**src/rtl/regfile_pkg.sv**
```systemverilog
// Shared definitions for the register-file controller: instruction field
// layout, opcode values, FSM state encoding and opcode classification helpers.
package regfile_pkg;

   localparam int OPC_LSB  = 16;
   localparam int DST_LSB  = 12;
   localparam int SRCA_LSB = 8;
   localparam int SRCB_LSB = 4;
   localparam int IMM_LSB  = 0;
   localparam int OPC_W    = 4;
   localparam int IMM_W    = 12;

   typedef enum logic [3:0] {
      OP_NOP = 4'd0,
      OP_ADD = 4'd1,
      OP_SUB = 4'd2,
      OP_AND = 4'd3,
      OP_OR  = 4'd4,
      OP_XOR = 4'd5,
      OP_MOV = 4'd6,
      OP_SHL = 4'd7,
      OP_SHR = 4'd8,
      OP_LDI = 4'd9
   } opcode_t;

   typedef enum logic [1:0] {
      ST_IDLE = 2'd0,
      ST_READ = 2'd1,
      ST_EXEC = 2'd2,
      ST_WRB  = 2'd3
   } state_t;

   // Opcodes 1..9 produce a register result and update the flags.
   function automatic logic is_writeback(input logic [3:0] op);
      return (op >= 4'd1) && (op <= 4'd9);
   endfunction

   function automatic logic is_illegal(input logic [3:0] op);
      return op >= 4'd10;
   endfunction

endpackage

```
**src/rtl/regfile_controller_if.sv**
```systemverilog
// Instruction handshake and register-file port bundle. The master side offers
// instructions and returns read data; the slave side is the controller.
interface regfile_controller_if #(
   parameter int DATA_W = 20,
   parameter int ADDR_W = 4
);
   logic [DATA_W-1:0] instr;
   logic              instr_valid;
   logic              instr_ready;
   logic [ADDR_W-1:0] rdAddrA;
   logic [ADDR_W-1:0] rdAddrB;
   logic [DATA_W-1:0] rdDataA;
   logic [DATA_W-1:0] rdDataB;
   logic              write;
   logic [ADDR_W-1:0] wrAddr;
   logic [DATA_W-1:0] wrData;
   logic              done;
   logic              illegal;
   logic              zero;
   logic              carry;

   modport master (
      output instr, instr_valid, rdDataA, rdDataB,
      input  instr_ready, rdAddrA, rdAddrB, write, wrAddr, wrData,
             done, illegal, zero, carry
   );

   modport slave (
      input  instr, instr_valid, rdDataA, rdDataB,
      output instr_ready, rdAddrA, rdAddrB, write, wrAddr, wrData,
             done, illegal, zero, carry
   );
endinterface

```
**src/rtl/rf_alu.sv**
```systemverilog
// Combinational ALU: computes the result and carry for one opcode; zero is
// derived from the wrapped result.
module rf_alu
   import regfile_pkg::*;
#(
   parameter int DATA_W = 20
) (
   input  opcode_t           opcode,
   input  logic [DATA_W-1:0] a,
   input  logic [DATA_W-1:0] b,
   input  logic [IMM_W-1:0]  imm,
   output logic [DATA_W-1:0] result,
   output logic              carry,
   output logic              zero
);

   logic [DATA_W:0] sum_s;

   assign sum_s = {1'b0, a} + {1'b0, b};

   // Opcode decode; undefined opcodes yield a zero result and clear carry.
   always_comb begin
      result = {DATA_W{1'b0}};
      carry  = 1'b0;
      case (opcode)
         OP_ADD: begin
            result = sum_s[DATA_W-1:0];
            carry  = sum_s[DATA_W];
         end
         OP_SUB: begin
            result = a - b;
            carry  = (a < b);
         end
         OP_AND: result = a & b;
         OP_OR:  result = a | b;
         OP_XOR: result = a ^ b;
         OP_MOV: result = a;
         OP_SHL: begin
            result = {a[DATA_W-2:0], 1'b0};
            carry  = a[DATA_W-1];
         end
         OP_SHR: begin
            result = {1'b0, a[DATA_W-1:1]};
            carry  = a[0];
         end
         OP_LDI: result = {{(DATA_W-IMM_W){1'b0}}, imm};
         default: begin
            result = {DATA_W{1'b0}};
            carry  = 1'b0;
         end
      endcase
      zero = (result == {DATA_W{1'b0}});
   end

endmodule

```
**src/rtl/regfile_controller.sv**
```systemverilog
// Four-phase instruction controller (IDLE, READ, EXEC, WRB) driving an
// external register file; accepts one instruction per four cycles.
module regfile_controller
   import regfile_pkg::*;
#(
   parameter int DATA_W = 20,
   parameter int ADDR_W = 4
) (
   input logic                 clk,
   input logic                 rst_n,
   regfile_controller_if.slave bus
);

   state_t            state_r;
   state_t            state_s;
   logic              ready_r;
   logic              accept_s;
   logic [DATA_W-1:0] instr_r;
   opcode_t           opcode_s;
   logic [ADDR_W-1:0] rd_addr_a_r;
   logic [ADDR_W-1:0] rd_addr_b_r;
   logic              write_r;
   logic [ADDR_W-1:0] wr_addr_r;
   logic [DATA_W-1:0] wr_data_r;
   logic              done_r;
   logic              illegal_r;
   logic              zero_r;
   logic              carry_r;
   logic [DATA_W-1:0] alu_result_s;
   logic              alu_carry_s;
   logic              alu_zero_s;

   assign accept_s = ready_r & bus.instr_valid;
   assign opcode_s = opcode_t'(instr_r[OPC_LSB +: OPC_W]);

   rf_alu #(.DATA_W(DATA_W)) u_alu (
      .opcode (opcode_s),
      .a      (bus.rdDataA),
      .b      (bus.rdDataB),
      .imm    (instr_r[IMM_LSB +: IMM_W]),
      .result (alu_result_s),
      .carry  (alu_carry_s),
      .zero   (alu_zero_s)
   );

   // Next-state logic: every phase lasts exactly one cycle once accepted.
   always_comb begin
      state_s = state_r;
      case (state_r)
         ST_IDLE: begin
            if (accept_s) begin
               state_s = ST_READ;
            end else begin
               state_s = ST_IDLE;
            end
         end
         ST_READ: state_s = ST_EXEC;
         ST_EXEC: state_s = ST_WRB;
         ST_WRB:  state_s = ST_IDLE;
         default: state_s = ST_IDLE;
      endcase
   end

   // State register; ready is registered from the next state so it tracks IDLE.
   always_ff @(posedge clk or negedge rst_n) begin
      if (!rst_n) begin
         state_r <= ST_IDLE;
         ready_r <= 1'b1;
      end else begin
         state_r <= state_s;
         ready_r <= (state_s == ST_IDLE);
      end
   end

   // Datapath: capture on accept, latch ALU outcome at the end of EXEC so the
   // write, retire pulses and flags are all visible during WRB.
   always_ff @(posedge clk or negedge rst_n) begin
      if (!rst_n) begin
         instr_r     <= {DATA_W{1'b0}};
         rd_addr_a_r <= {ADDR_W{1'b0}};
         rd_addr_b_r <= {ADDR_W{1'b0}};
         write_r     <= 1'b0;
         wr_addr_r   <= {ADDR_W{1'b0}};
         wr_data_r   <= {DATA_W{1'b0}};
         done_r      <= 1'b0;
         illegal_r   <= 1'b0;
         zero_r      <= 1'b0;
         carry_r     <= 1'b0;
      end else begin
         write_r   <= 1'b0;
         done_r    <= 1'b0;
         illegal_r <= 1'b0;
         if (accept_s) begin
            instr_r     <= bus.instr;
            rd_addr_a_r <= bus.instr[SRCA_LSB +: ADDR_W];
            rd_addr_b_r <= bus.instr[SRCB_LSB +: ADDR_W];
         end
         if (state_r == ST_EXEC) begin
            done_r    <= 1'b1;
            illegal_r <= is_illegal(opcode_s);
            if (is_writeback(opcode_s)) begin
               write_r   <= 1'b1;
               wr_addr_r <= instr_r[DST_LSB +: ADDR_W];
               wr_data_r <= alu_result_s;
               zero_r    <= alu_zero_s;
               carry_r   <= alu_carry_s;
            end
         end
      end
   end

   assign bus.instr_ready = ready_r;
   assign bus.rdAddrA     = rd_addr_a_r;
   assign bus.rdAddrB     = rd_addr_b_r;
   assign bus.write       = write_r;
   assign bus.wrAddr      = wr_addr_r;
   assign bus.wrData      = wr_data_r;
   assign bus.done        = done_r;
   assign bus.illegal     = illegal_r;
   assign bus.zero        = zero_r;
   assign bus.carry       = carry_r;

endmodule

```
**src/flat_wrapper.sv**
```systemverilog
// flat-port wrapper written by rule: the top's interface ports become plain ports
module regfile_controller_flat import regfile_pkg::*;
#(
   parameter int DATA_W = 20,
   parameter int ADDR_W = 4
)
  (clk, rst_n, bus_instr, bus_instr_valid, bus_rdDataA, bus_rdDataB, bus_instr_ready, bus_rdAddrA, bus_rdAddrB, bus_write, bus_wrAddr, bus_wrData, bus_done, bus_illegal, bus_zero, bus_carry);
  regfile_controller_if #(.DATA_W(DATA_W), .ADDR_W(ADDR_W)) bus_i ();
  input logic clk;
  input logic rst_n;
  input wire logic [$bits(bus_i.instr)-1:0] bus_instr;
  input wire logic [$bits(bus_i.instr_valid)-1:0] bus_instr_valid;
  input wire logic [$bits(bus_i.rdDataA)-1:0] bus_rdDataA;
  input wire logic [$bits(bus_i.rdDataB)-1:0] bus_rdDataB;
  output wire logic [$bits(bus_i.instr_ready)-1:0] bus_instr_ready;
  output wire logic [$bits(bus_i.rdAddrA)-1:0] bus_rdAddrA;
  output wire logic [$bits(bus_i.rdAddrB)-1:0] bus_rdAddrB;
  output wire logic [$bits(bus_i.write)-1:0] bus_write;
  output wire logic [$bits(bus_i.wrAddr)-1:0] bus_wrAddr;
  output wire logic [$bits(bus_i.wrData)-1:0] bus_wrData;
  output wire logic [$bits(bus_i.done)-1:0] bus_done;
  output wire logic [$bits(bus_i.illegal)-1:0] bus_illegal;
  output wire logic [$bits(bus_i.zero)-1:0] bus_zero;
  output wire logic [$bits(bus_i.carry)-1:0] bus_carry;
  assign bus_i.instr = bus_instr;
  assign bus_i.instr_valid = bus_instr_valid;
  assign bus_i.rdDataA = bus_rdDataA;
  assign bus_i.rdDataB = bus_rdDataB;
  assign bus_instr_ready = bus_i.instr_ready;
  assign bus_rdAddrA = bus_i.rdAddrA;
  assign bus_rdAddrB = bus_i.rdAddrB;
  assign bus_write = bus_i.write;
  assign bus_wrAddr = bus_i.wrAddr;
  assign bus_wrData = bus_i.wrData;
  assign bus_done = bus_i.done;
  assign bus_illegal = bus_i.illegal;
  assign bus_zero = bus_i.zero;
  assign bus_carry = bus_i.carry;
  regfile_controller #(.DATA_W(DATA_W), .ADDR_W(ADDR_W)) u_core (.clk(clk), .rst_n(rst_n), .bus(bus_i));
endmodule
```
**config.mk**
```make
export PLATFORM = sky130hd
export DESIGN_NAME = regfile_controller_flat
export DESIGN_NICKNAME = d
export VERILOG_FILES = /design/src/rtl/regfile_pkg.sv /design/src/rtl/regfile_controller_if.sv /design/src/rtl/rf_alu.sv /design/src/rtl/regfile_controller.sv /design/src/flat_wrapper.sv
export SDC_FILE = /design/constraint.sdc
export NUM_CORES = 1
export LEC_CHECK = 0
export ABC_AREA = 1
export CORE_ASPECT_RATIO = 1.5
export CORE_MARGIN = 4
export CORE_UTILIZATION = 25
export CTS_CLUSTER_SIZE = 24
export DETAILED_ROUTE_END_ITERATION = 16
export SLEW_MARGIN = 20
export SYNTH_ARGS = -nofsm -noshare
export SYNTH_HDL_FRONTEND = slang
export SYNTH_HIERARCHICAL = 1
export SYNTH_SLANG_ARGS = --single-unit
```
**constraint.sdc**
```tcl
create_clock -name clk -period 2.6 [get_ports clk]
set_input_delay 0.26 -clock clk [delete_from_list [all_inputs] [get_ports clk]]
set_output_delay 0.26 -clock clk [all_outputs]
set_load 0.01 [all_outputs]
```
Word level (Yosys, flattened, before mapping)
Cells that the tools add are included.
Storage, ports and cells
  latch bits: 0
  bits in read-only memories: 0
  memories: 0
  register bits: 60
  bits in writable memories: 0
  bits of input ports: 63
Cells by class
  divide/modulo/power cells: 0
  muxes and demuxes: 8
  bitwise gates (word level): 4
  $lt $le $gt $ge: 4
  equal/unequal tests: 12
  reduce and logical (&&, ||, !) cells: 5
  multiply operators: 0
  shift operators: 0
  add/sub/neg operators: 2
Operator list (number)
  $pmux 20 s9: 1
  $add 20x20->21: 1
  $and 20x20->20: 1
  $logic_not 20->1: 1
  $lt 20x20->1: 1
  $or 20x20->20: 1
  $sub 20x20->20: 1
  $xor 20x20->20: 1
  $eq 4x3->1 const B: 4
  $eq 4x2->1 const B: 2
  $eq 4x4->1 const B: 2
  $pmux 2 s4: 1
  $mux 1: 5
  $eq 2x2->1 const B: 2
  $eq 4x1->1 const B: 1
  $ge 4x1->1 const B: 1
  $ge 4x4->1 const B: 1
  $le 4x4->1 const B: 1
  $logic_not 2->1: 2
  $pmux 1 s4: 1
  $eq 2x1->1 const B: 1
  $reduce_and 2->1: 1
  $and 1x1->1: 1
  $logic_and 1x1->1: 1

Logic depth before layout (Yosys ltp)
  word-level depth: 4
  depth in mapped cells: 21
  mapped depth without buffers: 20

Modules after synthesis
Netlist, hierarchy kept.
By module, submodules not included
  rf_alu: area each 4370.4 um2, sequential area each 0.0 um2, cells an instance 870, instances 1
  regfile_controller: area each 2120.8 um2, sequential area each 1302.5 um2, cells an instance 185, instances 1

Worst setup path before layout
No wires, ideal clock.
  kind: in2reg
  start point: in bus_rdDataA[0]
  end point: reg u_core.zero_r, in the netlist u_core/bus.zero
  setup slack: 0.435 ns
  required time: 2.534 ns
  stages: 16
  data arrival time: 2.098 ns
  cell sequence: inv_1 -> ha_1 -> inv_1 -> fa_1 -> or2_2 -> nand3_1 -> nand3_1 -> nor2_1 -> nand2_1 -> nor2_1 -> nand3_1 -> nor2_1 -> nand4_1 -> nor2_1 -> nand4_1 -> nand2_1
On the way
  longest elaborated chain between the ends: 3
  elaborated cells on any way between the ends: 7
  those cells by class: add/sub: 2; mux: 1; bitwise: 3; reduce/logical: 1
Ends and longest elaborated chain
  start: declaration: RTL line flat_wrapper.sv:13  | input wire logic [$bits(bus_i.rdDataA)-1:0] bus_rdDataA;
  $sub 20x20->20 (tied with other cells): RTL line rf_alu.sv:31  | result = a - b;
  $pmux 20 s9 *: RTL line rf_alu.sv:25  | case (opcode)
  $logic_not 20->1 *: RTL line rf_alu.sv:52  | zero = (result == {DATA_W{1'b0}});
  named net u_core.alu_zero_s: RTL line regfile_controller.sv:31  | logic alu_zero_s;
  end signal: assignment: RTL line regfile_controller.sv:105  | zero_r <= alu_zero_s;
  end: declaration: RTL line regfile_controller.sv:27  | logic zero_r;
The timed path passes the listed nets; every way through them passes the cells marked *.
A chain may end at the register's enable or synchronous reset.

Final worst setup path
  start point: in bus_rdDataA[1]
  end point: reg u_core.zero_r, in the netlist u_core/bus.zero
Same word-level chain as after synthesis.

==> key figures <==
Placed design
  – Post-DP HPWL: 22.8 mm
  – # placed instances: 1,653
  – I/O Buffers: 100
  – Placer Congestion: 1.05

Clock network
  – CTS buffer count: 5
  – CTS Buffer Depth: 2
  – Clk root buf: clkbuf_16
  – CTS H-Tree Depth: 2
  – CTS tree: yes
  – Clk Latency, worst-skew pair: approximately 0.31 ns
  – CTS Sinks: 52
  – Clock transition at path regs: around 0.080 ns

Global routing
  – Initial antenna violation count: 0
  – Vias in the first global route: 7,938
  – Total GRT Usage: 18.4%
  – Remaining Overflow, GRT: 0
  – Largest net degree at the start of global routing: 42
  – Global-route wire length before repair: roughly 41 mm

Timing
  – Slew margin rel.: between 30 and 40%
  – Least-Margin Pin Slew: a little over 0.9 ns
  – Final min period: 2.48 ns
  – Final setup vio count: 0
  – Period utilisation layout: 95.5%
  – RSZ-0062 raised after global routing: yes
  – FMAX: approximately 400 MHz
  – Clk_skew: 0.00760 ns
  – Hold Violations, Final: 0
  – Max-slew violation count: 0

Drt
  – Pre-Repair DR Iteration Count: 5
  – Drc violations: 0
  – Vias per cell: roughly 4.7
  – Routed wire length: 27.2 mm
  – Final ANT Viol Nets: 0
  – Initial DRC count: 351
  – DR vias: 7,843
  – Drt wl/cell: 16.3 µm

Synth
  – Seq/Total Area, Yosys: around 20%
  – EDFF count, synth: 0
  – Synthesis-stage register bit count: 52
  – Post-synth top area share: 19.7%
  – Top-count cell post-synth: nand2_1
  – Avg Inst Size Synth: 6.15 µm²
  – Post-Syn Instances: 1,055
  – Synth warn: 6
  – Netlist cell types: 36
  – Ranking of synthesized cells by area: dfrtp_1 (20%), nand2_1 (19%), ha_1 (12%)
  – Syn Std Cell Area: 6490 µm²
  – Post-synth ARST share: 100%
  – Synth Flop Type: dfrtp_1
  – Synth area leader: dfrtp_1
  – Net count after synthesis: 1,182
  – Commonest cells post-synth: nand2_1 (323), inv_1 (156), nand3_1 (112), nor2_1 (97), ha_1 (62)

Setup path
  – Worst EP required: about 2.8 ns
  – Critical Path Source Type: primary input
  – CP Class: in -> reg
  – Reg-to-reg endpoint: u_core/bus.wrData[11]
  – Worst path max stage delay: 0.44 ns
  – Worst path most repeated cell: nand3_1
  – Worst reg2reg path startpoint: u_core/instr_r[17]
  – Crit path cell chain: clkdlybuf4s50_1 > buf_4 > fa_2 > or2_2 > nand3_1 > nand3_1 > nor2_2 > nand2_1 > nor2_1 > nand3_1 > nor2_2 > nand4_1 > nor2_1 > nand4_1 > nand2_1
  – Critical Path AT: 2.73 ns
  – R2R setup slack: 0.14 ns
  – R2R cell count: 14
  – Slowest-stage cell, CP: clkdlybuf4s50_1
  – Crit. End Element: register
  – Worst-path fanout max: 5

Power and ir drop
  – Max VDD drop: 613 µV
  – Leak: 5.20 nW
  – Power Dens Cells: 771 nW/µm²

Die
  – I/O pin count: 101
  – Die Y: around 200 µm
  – Core area: between 20,000 and 30,000 µm²
  – Area of the die: between 20,000 and 30,000 µm²
  – FP Rows: approximately 70
  – Die X: 140 µm
  – Initial core utilization: around a quarter

Layout
  – Layout net count: 1,463
  – Sequential standard cell area: 1300 µm²
  – Fraction of layout cells with a size suffix above 1: 28.5%
  – Fill count: 2,749
  – Core Util, Final: 38.7%
  – Multi-input logic area: 4700 µm²
  – Antenna cells: 0
  – Area growth from synthesis to layout: 52.9%
  – Non-filler cells, final: 1,670

Outcome
  – Status: finished, final reports clean

Worst hold path
  – Worst Hold Class: in -> async

Job
  – Max-cap violations: 0
## power breakdown
group / internal [W] / switching [W] / total, W / leakage (nW)
Sequential: 0.00117 / 0.000240 / 0.00141 / 0.648
Clock: 0.000366 / 0.000341 / 0.000708 / 0.0719
Combinational: 0.00259 / 0.00294 / 0.00553 / 4.48
## layer usage
metal | up-vias | GRT usage [%] | routed length [µm]
met2 | 196 | 36.0 | 14700
met4 | 0 | 11.7 | 1820
met1 | 3629 | 18.1 | 9900
met3 | 76 | 2.09 | 827
li1 | 3942 | - | -
met5 | - | 0 | 0
## flip-flops by register name, indices dropped and copies added (netlist names), 2 cells and up
signal             cells
u_core/bus.wrData     20
u_core/state_r         2
u_core/bus.wrAddr      4
u_core/instr_r        20
## layout make-up
class,count,share of cell area (%)
multi-input cells,792,47.4
inverters,167,6.34
flip-flops and latches,52,13.1
clock inverters,3,0.277
clock buffers,5,1.26
repair buffers,318,27.5
well taps,333,4.20
## metrics by stage
| step | setup TNS [ns] | worst slack, ns | hold WS [ns] | cell area [µm²] | power [W] |
|---|---|---|---|---|---|
| after floorplan | 0 | 0.435 | -0.0356 | 6490 | 0.00400 |
| after global placement | -2.77 | -0.531 | 0.436 | 9230 | 0.00661 |
| after detailed placement | -2.91 | -0.514 | 0.450 | 9230 | 0.00665 |
| after CTS | 0 | 0.00108 | 0.114 | 9490 | 0.00746 |
| after global routing | -0.0279 | -0.0279 | 0.148 | 9930 | 0.00826 |
| final | 0 | 0.116 | 0.0756 | 9930 | 0.00765 |
## how the worst max path moves through the flow
stage	end	startpoint	slack (ns)	cells past startpoint
after floorplan	u_core/bus.zero	bus_rdDataA[0]	0.44	16
final	u_core/bus.zero	bus_rdDataA[1]	0.12	15
after CTS	u_core/bus.zero	bus_rdDataB[4]	0.001	19
after detailed placement	u_core/bus.zero	bus_rdDataA[7]	-0.51	19
after global routing	u_core/bus.zero	bus_rdDataB[2]	-0.03	21
after global placement	u_core/bus.zero	bus_rdDataA[6]	-0.53	20
## timing repair
item	4_1_cts	5_1_grt
pin swaps	5	24
hold endpoints to repair	0	0
setup buffers	2	7
hold buffers	0	0
resized for setup	22	108
setup endpoints to repair	2	7
## logic make-up after synthesis
kind of cell / synth area share, %
muxes: 3.47
DFF: 20.1
xor gates and xnor gates: 0.135
adders and majority gates: 12.6
buffers and inverters: 14.3
AOI/OAI and AO/OA: 7.81
and+or+nand+nor: 41.6
## layout by cell type, fill, tap and decap left out, types with 5 or more instances in the layout
cell type,count
ha_1,43
nand4_1,48
nand3_2,10
nor2_2,26
nand2_1,296
nor2_1,73
o221ai_1,5
nor2_4,9
buf_12,5
o21ai_1,13
dlymetal6s2s_1,6
dfrtp_1,51
nand2_2,31
ha_4,14
buf_4,209
o22ai_1,17
a21oi_1,24
nor3_1,14
o21ai_0,10
ha_2,5
nand3_1,102
mux2_2,20
inv_2,23
a21oi_2,5
clkbuf_16,5
clkdlybuf4s50_1,93
inv_1,143
## critical path: cells and delay by family
family | cells | cell delay (ns)
adder cells (fa/ha/maj) | 1 | 0.41
AND/OR/NAND/NOR | 12 | 1.43
buffers and inverters | 2 | 0.62
Power figures use the tool's default switching activity.
